<file path="src/rtl/muldiv_sequencer.sv">
// Iterative HI/LO unit: MULT/MULTU/DIV/DIVU over one shared 33-bit adder, plus MTHI/MTLO.
// Fixed 35-cycle latency from the start edge to the done pulse.
module muldiv_sequencer (
    input  logic        clk,
    input  logic        reset,
    input  logic        start,
    input  logic [2:0]  op,
    input  logic [31:0] a,
    input  logic [31:0] b,
    input  logic        cancel,
    output logic        busy,
    output logic        done,
    output logic [31:0] hi,
    output logic [31:0] lo
);

    typedef enum logic [2:0] {IDLE, PREP, ITER, FIX, DONE} state_t;

    localparam logic [2:0] OP_MTHI = 3'b100;
    localparam logic [2:0] OP_MTLO = 3'b101;

    state_t      state_q, state_d;
    logic        is_div_q, is_signed_q, sign_a_q, sign_b_q;
    logic [31:0] opa_q, opb_q;
    logic [63:0] acc_q;
    logic [4:0]  cnt_q;

    logic        idle_like;
    logic [31:0] mag_a, mag_b;
    logic [31:0] add_x, add_y;
    logic        add_cin;
    logic [32:0] sum;
    logic        no_borrow;
    logic [63:0] iter_next;
    logic        negate;
    logic [63:0] prod_fix;
    logic [31:0] quot_fix, rem_fix;

    assign idle_like = (state_q == IDLE) || (state_q == DONE);
    assign busy      = (state_q == PREP) || (state_q == ITER) || (state_q == FIX);
    assign done      = (state_q == DONE);

    // NOTE: sequential state uses non-blocking assignments so every register samples pre-edge values.
    always_ff @(posedge clk) begin
        if (!reset) state_q <= IDLE;
        else        state_q <= state_d;
    end

    // NOTE: next state gets its default first so no path through the case leaves it unassigned (no latch).
    always_comb begin
        state_d = state_q;
        case (state_q)
            IDLE, DONE: state_d = (start && !op[2]) ? PREP : IDLE;
            PREP:       state_d = cancel ? IDLE : ITER;
            ITER:       state_d = cancel ? IDLE : ((cnt_q == 5'd0) ? FIX : ITER);
            FIX:        state_d = cancel ? IDLE : DONE;
            default:    state_d = IDLE;
        endcase
    end

    // Operands were latched raw; signed ops take magnitudes during PREP.
    assign mag_a = (is_signed_q && sign_a_q) ? (32'd0 - opa_q) : opa_q;
    assign mag_b = (is_signed_q && sign_b_q) ? (32'd0 - opb_q) : opb_q;

    // Shared adder: multiply adds the multiplicand to the upper half; divide
    // subtracts the divisor from the shifted remainder (carry-out = no borrow).
    always_comb begin
        if (is_div_q) begin
            add_x   = acc_q[62:31];
            add_y   = ~opb_q;
            add_cin = 1'b1;
        end else begin
            add_x   = acc_q[63:32];
            add_y   = acc_q[0] ? opa_q : 32'd0;
            add_cin = 1'b0;
        end
    end

    assign sum       = {1'b0, add_x} + {1'b0, add_y} + {32'd0, add_cin};
    // A remainder bit shifted out above bit 31 already exceeds any 32-bit divisor.
    assign no_borrow = acc_q[63] | sum[32];
    assign iter_next = is_div_q
                     ? {(no_borrow ? sum[31:0] : acc_q[62:31]), acc_q[30:0], no_borrow}
                     : {sum, acc_q[31:1]};

    // Zero divisor leaves the quotient all ones unsigned; the remainder sign rule
    // then reproduces a in HI.
    assign negate   = is_signed_q && (sign_a_q ^ sign_b_q);
    assign prod_fix = negate ? (64'd0 - acc_q) : acc_q;
    assign quot_fix = (negate && (opb_q != 32'd0)) ? (32'd0 - acc_q[31:0]) : acc_q[31:0];
    assign rem_fix  = (is_signed_q && sign_a_q) ? (32'd0 - acc_q[63:32]) : acc_q[63:32];

    always_ff @(posedge clk) begin
        if (!reset) begin
            hi          <= 32'd0;
            lo          <= 32'd0;
            cnt_q       <= 5'd0;
            acc_q       <= 64'd0;
            opa_q       <= 32'd0;
            opb_q       <= 32'd0;
            is_div_q    <= 1'b0;
            is_signed_q <= 1'b0;
            sign_a_q    <= 1'b0;
            sign_b_q    <= 1'b0;
        end else begin
            case (state_q)
                IDLE, DONE: begin
                    if (start) begin
                        if (op == OP_MTHI) begin
                            hi <= a;
                        end else if (op == OP_MTLO) begin
                            lo <= a;
                        end else if (!op[2]) begin
                            opa_q       <= a;
                            opb_q       <= b;
                            is_div_q    <= op[1];
                            is_signed_q <= ~op[0];
                            sign_a_q    <= a[31] & ~op[0];
                            sign_b_q    <= b[31] & ~op[0];
                        end
                    end
                end
                PREP: begin
                    opa_q <= mag_a;
                    opb_q <= mag_b;
                    acc_q <= {32'd0, (is_div_q ? mag_a : mag_b)};
                    cnt_q <= 5'd31;
                end
                ITER: begin
                    acc_q <= iter_next;
                    cnt_q <= cnt_q - 5'd1;
                end
                FIX: begin
                    if (!cancel) begin
                        if (is_div_q) begin
                            hi <= rem_fix;
                            lo <= quot_fix;
                        end else begin
                            hi <= prod_fix[63:32];
                            lo <= prod_fix[31:0];
                        end
                    end
                end
                default: ;
            endcase
        end
    end

endmodule

</file>
<file path="config.mk">
export PLATFORM = sky130hd
export DESIGN_NAME = muldiv_sequencer
export DESIGN_NICKNAME = d
export VERILOG_FILES = /design/src/rtl/muldiv_sequencer.sv
export SDC_FILE = /design/constraint.sdc
export NUM_CORES = 1
export LEC_CHECK = 0
export CAP_MARGIN = 20
export CORE_ASPECT_RATIO = 1.1
export CORE_MARGIN = 1.5
export CORE_UTILIZATION = 40
export DETAILED_ROUTE_END_ITERATION = 16
export SYNTH_ARGS = -nofsm -noshare
export SYNTH_HDL_FRONTEND = slang
export SYNTH_SLANG_ARGS = --single-unit
</file>
<file path="constraint.sdc">
create_clock -name clk -period 7.4 [get_ports clk]
set_clock_uncertainty 0.15 [all_clocks]
set_input_delay 2.22 -clock clk [delete_from_list [all_inputs] [get_ports clk]]
set_output_delay 2.22 -clock clk [all_outputs]
set_load 0.02 [all_outputs]
</file>
==> results of run 1 <==
==> path summary, 6_finish.rpt <==
check	start	end	slack, ps	depth (start not counted)
worst min-delay path	hi[26]	hi[26]	320	2
worst max-delay path	is_div_q	acc_q[56]	2230	15
worst max register to register	is_div_q	acc_q[56]	2230	15
worst min register to register	hi[26]	hi[26]	320	2
==> per-stage QoR <==
| stage | hold WS (ps) | worst slack, ps | total power [W] |
|---|---|---|---|
| global route | 335 | 1910 | 0.00309 |
| CTS | 316 | 2290 | 0.00300 |
| global placement | 293 | 2300 | 0.00173 |
| finish | 315 | 2230 | 0.00299 |
| detailed placement | 302 | 2310 | 0.00174 |
| floorplan | 294 | 2590 | 0.00153 |
==> cell families after synthesis <==
logic type                 count (synthesis)  synth area share (%)
AOI/OAI and AO/OA                        656                  28.1
xor gates and xnor gates                 140                  8.29
adders and majority gates                 40                  3.49
DFF                                      204                  27.6
buffers and inverters                    195                  5.13
and+or+nand+nor                          658                  20.6
muxes                                     95                  6.72
==> metal layers <==
metal | GRT usage, % | vias up | part of all wire, %
li1 | - | 7317 | -
met2 | 45.5 | 691 | 44
met4 | 13.5 | 0 | 4.6
met3 | 4.13 | 92 | 8.0
met5 | 0 | - | 0
met1 | 39.5 | 7392 | 44
==> synth_stat cells, types with 5 or more instances <==
cell / number / area [µm²]
a211oi_1: 31 / 233
a21o_1: 16 / 120
a21oi_1: 193 / 966
a221oi_1: 31 / 272
a222oi_1: 12 / 120
a22oi_1: 39 / 293
a311oi_1: 7 / 61.3
a31oi_1: 23 / 144
a32oi_1: 6 / 52.6
and2_1: 5 / 31.3
and3_1: 8 / 50.1
buf_1: 21 / 78.8
buf_2: 8 / 40.0
clkbuf_1: 141 / 529
dfxtp_1: 204 / 4080
ha_1: 38 / 475
inv_1: 21 / 78.8
mux2_2: 34 / 383
mux2i_1: 61 / 611
nand2_1: 156 / 586
nand2b_1: 7 / 43.8
nand3_1: 66 / 330
nand3b_1: 9 / 67.6
nand4_1: 12 / 75.1
nor2_1: 263 / 987
nor2b_1: 5 / 31.3
nor3_1: 45 / 225
nor3b_1: 6 / 45.0
nor4_1: 14 / 87.6
o211ai_1: 27 / 203
o21ai_0: 169 / 846
o221ai_1: 13 / 114
o22ai_1: 13 / 81.3
o31ai_1: 26 / 195
o41ai_1: 10 / 87.6
or2_2: 10 / 62.6
or3_1: 18 / 113
or4_1: 10 / 75.1
xnor2_1: 65 / 569
xor2_1: 75 / 657
==> area by class of cell <==
type                    instances  area (µm²)  share of cell area, %
flip-flops and latches        204        4090                   23.9
clock buffers                  36         737                   4.30
multi-input cells            1589        9970                   58.2
inverters                      21        81.3                  0.475
diodes                          1        2.50                 0.0146
well taps                     487         609                   3.56
clock inverters                 7        91.3                  0.533
repair buffers                161        1540                   9.02
==> state kept, by name, indices dropped and copies added (netlist names) <==
signal	cells
acc_q	64
state_q	3
hi	32
opb_q	32
is_signed_q	1
lo	32
sign_a_q	1
sign_b_q	1
opa_q	32
is_div_q	1
cnt_q	5
==> power by group through the flow <==
stage	Combinational, W	Sequential [W]	Clock [W]
after floorplan	0.000326	0.00120	0
after CTS	0.000519	0.00120	0.00128
after detailed placement	0.000517	0.00122	0
final	0.000529	0.00120	0.00126
after global placement	0.000513	0.00122	0
after global routing	0.000566	0.00121	0.00132
==> worst reg2reg max path: stages (launching register included) <==
cell and delay, ps:
dfxtp_4 790, inv_2 580, nand3_1 230, o21ai_0 150
fa_1 490, fa_1 420, a21o_1 220, a221o_1 360
a21oi_1 280, o31ai_1 110, buf_4 160, nand4_1 150
nand3b_1 120, buf_4 250, mux2_2 300, a221o_1 310
==> impl_metrics.py, run 1 <==
metrics = {
    "run_status": {
        "status": "finished clean",
    },
    "worst_setup_path": {
        "crit_family": "compound AO/OA/AOI/OAI gates",
        "cp_max_fo": 57,
        "critPathArrivalTime_ps": 5460,
        "cp_slowest_cell": "dfxtp_4",
        "cp-end-kind": "register",
        "path_class": "reg2reg",
        "critPathMaxStageDelay_ps": 790,
        "critPathBufInv": 3,
        "crit_chain": "inv_2 > nand3_1 > o21ai_0 > fa_1 > fa_1 > a21o_1 > a221o_1 > a21oi_1 > o31ai_1 > buf_4 > nand4_1 > nand3b_1 > buf_4 > mux2_2 > a221o_1",
        "startpoint_type": "register",
        "cp_data_required_time_ps": 7690,
    },
    "global_route": {
        "grt_antenna_before_repair": 0,
        "grt_usage_pct": 29.1,
        "grt_pass1_wl_mm": 86.9,
        "gr-total-overflow": 0,
        "grt_max_degree": 85,
        "grt_pass1_vias": 14122,
    },
    "cts": {
        "h-tree-depth": 1,
        "cts_tree": "built",
        "cts_root_buffer": "clkbuf_16",
        "clkLatencyLatePin_ps": 550,
        "post_cts_buffers": 0,
        "cts_buffer_depth": 3,
        "cts_resized": 0,
        "clock_sinks": 204,
        "cts.clk_slew.worst_paths_ps": 60,
        "cts_hold_buf": 0,
        "numCtsBuffers": 24,
    },
    "floorplan": {
        "coreArea_um2": 36300,
        "rows": 73,
        "fp.dieW_um": 186,
        "die-area_um2": 38100,
        "start_util_pct": 40.8,
        "die_h_um": 205,
        "ios": 137,
    },
    "sta": {
        "period_minus_slack_ps": 5170,
        "rsz0062_at_grt": "false",
        "finalSetupViolations": 0,
        "final_max_slew_viol_count": 0,
        "period_share_pct": 69.9,
        "maxSlewHeadroom_pct": 16.6,
        "final.setup.tns_ps": 0,
        "worst_pin_slew_ps": 1240,
        "max_freq_ghz": 0.193,
        "hold_viol_final": 0,
    },
    "layout": {
        "fillerInstances": 3737,
        "final_area_um2": 17100,
        "area_delta_synth_final_pct": 15.8,
        "final_common_cell": "nor2_1",
        "final_cell_mix": "260 x nor2_1, 203 x dfxtp_1, 193 x a21oi_1",
        "layout-drive-gt1-share_pct": 7.14,
        "nets": 2112,
        "final_util_pct": 47.2,
        "fin_cells": 2506,
    },
    "synthesis": {
        "synth_cell_types": 81,
        "synth_seq_cells": 204,
        "synth_nets": 2099,
        "synth_cells": 1988,
        "synth-main-ff-cell": "dfxtp_1",
        "synth_edf_count": 0,
        "avgSynthCellArea_um2": 7.44,
        "yosysSeqAreaShare_pct": 27.6,
        "syn-cell-area_um2": 14800,
        "ys.warnings.count": 0,
        "async_flop_share_pct": 0,
    },
    "pwr": {
        "p_int_w": 0.00208,
        "switchingPower_w": 0.000910,
        "p_seq_share_pct": 40.1,
        "swShare_pct": 30.4,
        "power.density_nw_per_um2": 175,
        "irDropWorstVdd_mv": 0.132,
        "cellLeakagePower_nw": 6.15,
        "power_frac_clock_pct": 42.2,
        "combinationalPowerShare_pct": 17.7,
    },
    "placement": {
        "numPortBuffers": 136,
        "numPlacedInstances": 2462,
        "dpl.hpwl_mm": 42.5,
        "dpl_cell_area_um2": 16300,
        "gp_congestion": 0.973,
    },
    "detailed_routing": {
        "viasPerCell": 6.18,
        "ant_nets": 0,
        "vias": 15492,
        "first_pass_iters": 6,
        "drt_first_iter_violations": 1781,
        "wire_per_inst_um": 22.9,
        "routed_wl_mm": 57.3,
        "drc": 0,
    },
    "run": {
        "drv_cap": 0,
    },
    "hold_path": {
        "hold_path.class": "reg2reg",
    },
}
No activity file was read; power rests on OpenSTA's default activity.
==> run 2, diff against run 1 <==
==> constraint.sdc (replaced) <==
create_clock -name clk -period 5.41 [get_ports clk]
set_clock_uncertainty 0.15 [all_clocks]
set_input_delay 1.623 -clock clk [delete_from_list [all_inputs] [get_ports clk]]
set_output_delay 1.623 -clock clk [all_outputs]
set_load 0.02 [all_outputs]
==> run 2 against run 1 <==
  * Fmax grew 13%
  * Core utilization grew 0.069 points
  * Via count grew 0.25%
  * Critical endpoint is now acc_q[34]
  * Register-to-register slack lost 1400 ps
  * Sequential power is 37% higher
  * Hold slack worse by 9.3 ps
  * Clock power is 32% higher
  * Global-route usage grew 1.3 points
  * Combinational power is 40% higher
==> impl_metrics.py, run 2 (synthesis results as in run 1) <==
metrics = {
    "detailed_routing": {
        "viasPerCell": 6.18,
        "wire_per_inst_um": 23.8,
        "drc": 0,
        "vias": 15531,
        "routed_wl_mm": 59.7,
        "ant_nets": 0,
        "drt_first_iter_violations": 1665,
        "first_pass_iters": 5,
    },
    "cts": {
        "post_cts_buffers": 0,
        "cts_tree": "built",
        "cts.clk_slew.worst_paths_ps": 60,
        "cts_root_buffer": "clkbuf_16",
        "clkLatencyLatePin_ps": 570,
        "numCtsBuffers": 24,
        "cts_hold_buf": 0,
        "cts_resized": 0,
        "h-tree-depth": 1,
        "cts_buffer_depth": 3,
        "clock_sinks": 204,
    },
    "worst_setup_path": {
        "critPathMaxStageDelay_ps": 640,
        "cpMostUsedCell": "buf_4",
        "crit_chain": "buf_4 > mux2_2 > ha_1 > and3_1 > a221o_1 > a21oi_1 > o31ai_1 > nand4_1 > nand3b_1 > buf_4 > mux2i_1 > a31oi_1",
        "cp-startpoint": "is_div_q",
        "path_class": "reg2reg",
        "cp_slowest_cell": "o31ai_1",
        "cp_data_required_time_ps": 5670,
        "r2r_start": "is_div_q",
        "startpoint_type": "register",
        "cp-end-kind": "register",
        "critPathArrivalTime_ps": 4820,
        "cp_max_fo": 30,
        "crit_family": "compound AO/OA/AOI/OAI gates",
        "critPathBufInv": 2,
    },
    "sta": {
        "rsz0062_at_grt": "false",
        "worst_pin_slew_ps": 1030,
        "maxSlewHeadroom_pct": 31.0,
        "hold_ws_ps": 306,
        "final_max_slew_viol_count": 0,
        "fin_ws_ps": 848,
        "hold_viol_final": 0,
        "max_freq_ghz": 0.219,
        "period_share_pct": 84.3,
        "period_minus_slack_ps": 4560,
        "finalSetupViolations": 0,
        "final.setup.tns_ps": 0,
    },
    "pwr": {
        "cellLeakagePower_nw": 6.17,
        "combinationalPowerShare_pct": 18.3,
        "power.density_nw_per_um2": 235,
        "p_int_w": 0.00277,
        "swShare_pct": 31.5,
        "power_frac_clock_pct": 41.1,
        "p_seq_share_pct": 40.6,
        "switchingPower_w": 0.00127,
        "irDropWorstVdd_mv": 0.248,
    },
    "floorplan": {
        "fp.dieW_um": 186,
        "ios": 137,
        "die_h_um": 205,
        "die-area_um2": 38100,
        "start_util_pct": 40.8,
        "rows": 73,
        "coreArea_um2": 36300,
    },
    "hold_path": {
        "hold_path.class": "reg2reg",
        "min_from": "hi[28]",
    },
    "global_route": {
        "grt_pass1_wl_mm": 89.6,
        "grt_pass1_vias": 14164,
        "grt_use_met2_pct": 45.7,
        "globalRoute.busiestLayer": "met2",
        "grt_usage_pct": 30.4,
        "grt.met3_usage_pct": 3.84,
        "gr-total-overflow": 0,
        "grtUsageMet1_pct": 42.1,
        "grt_antenna_before_repair": 0,
        "grt_max_degree": 77,
    },
    "layout": {
        "nets": 2120,
        "final_util_pct": 47.3,
        "top_register": "acc_q",
        "fillerInstances": 3679,
        "area_delta_synth_final_pct": 16.0,
        "largest_register_ffs": 64,
        "layout-drive-gt1-share_pct": 7.56,
        "final_common_cell": "nor2_1",
        "final_cell_mix": "260 x nor2_1, 203 x dfxtp_1, 193 x a21oi_1",
    },
    "placement": {
        "dpl.hpwl_mm": 45.1,
        "numPortBuffers": 136,
        "place_ws_ps": 886,
        "gp_congestion": 0.932,
    },
    "run_status": {
        "status": "finished clean",
    },
    "run": {
        "drv_cap": 0,
    },
}
[run 2: path summary, 6_finish.rpt]
check / end / slack (ps) / depth (start not counted)
setup / recovery: acc_q[34] / 850 / 12
hold / removal: hi[28] / 310 / 2
setup reg to reg: acc_q[34] / 850 / 12
hold reg to reg: hi[28] / 310 / 2
[run 2: power by group through the flow]
stage	registers [W]	logic (W)	clock network [W]
after floorplan	0.00165	0.000446	0
after global placement	0.00167	0.000720	0
after detailed placement	0.00167	0.000724	0
after CTS	0.00164	0.000727	0.00167
after global routing	0.00165	0.000791	0.00174
final	0.00164	0.000738	0.00166
[run 2: worst reg2reg max path, cell delays in order (launching register included)]
cell and delay, ps:
dfxtp_4 540, buf_4 420, mux2_2 390, ha_1 370, and3_1 190, a221o_1 220, a21oi_1 160, o31ai_1 640
nand4_1 320, nand3b_1 310, buf_4 340, mux2i_1 270, a31oi_1 110
[run 2: final cells by class]
cell class                      instances  area [µm²]  share of cell area [%]
Tap cell                              487         609                    3.55
Timing Repair Buffer                  169        1610                    9.41
Inverter                               21        81.3                   0.474
Clock buffer                           32         691                    4.03
Sequential cell                       204        4090                    23.8
Antenna cell                            1        2.50                  0.0146
Multi-Input combinational cell       1589        9970                    58.1
Clock inverter                         10        92.6                   0.540
[run 2: through the flow]
| step | instances | instance area (µm²) | total power [W] |
|---|---|---|---|
| global placement | 2469 | 16400 | 0.00239 |
| floorplan | 1988 | 14800 | 0.00209 |
| finish | 2513 | 17200 | 0.00404 |
| detailed placement | 2470 | 16400 | 0.00239 |
| CTS | 2512 | 17100 | 0.00404 |
| global route | 2512 | 17100 | 0.00417 |
[run 2: per-layer routing]
metal / share of wire [%] / wire length (µm)
met5: 0 / 0
met3: 7.8 / 4640
met1: 45 / 26600
met4: 5.7 / 3390
met2: 42 / 25100
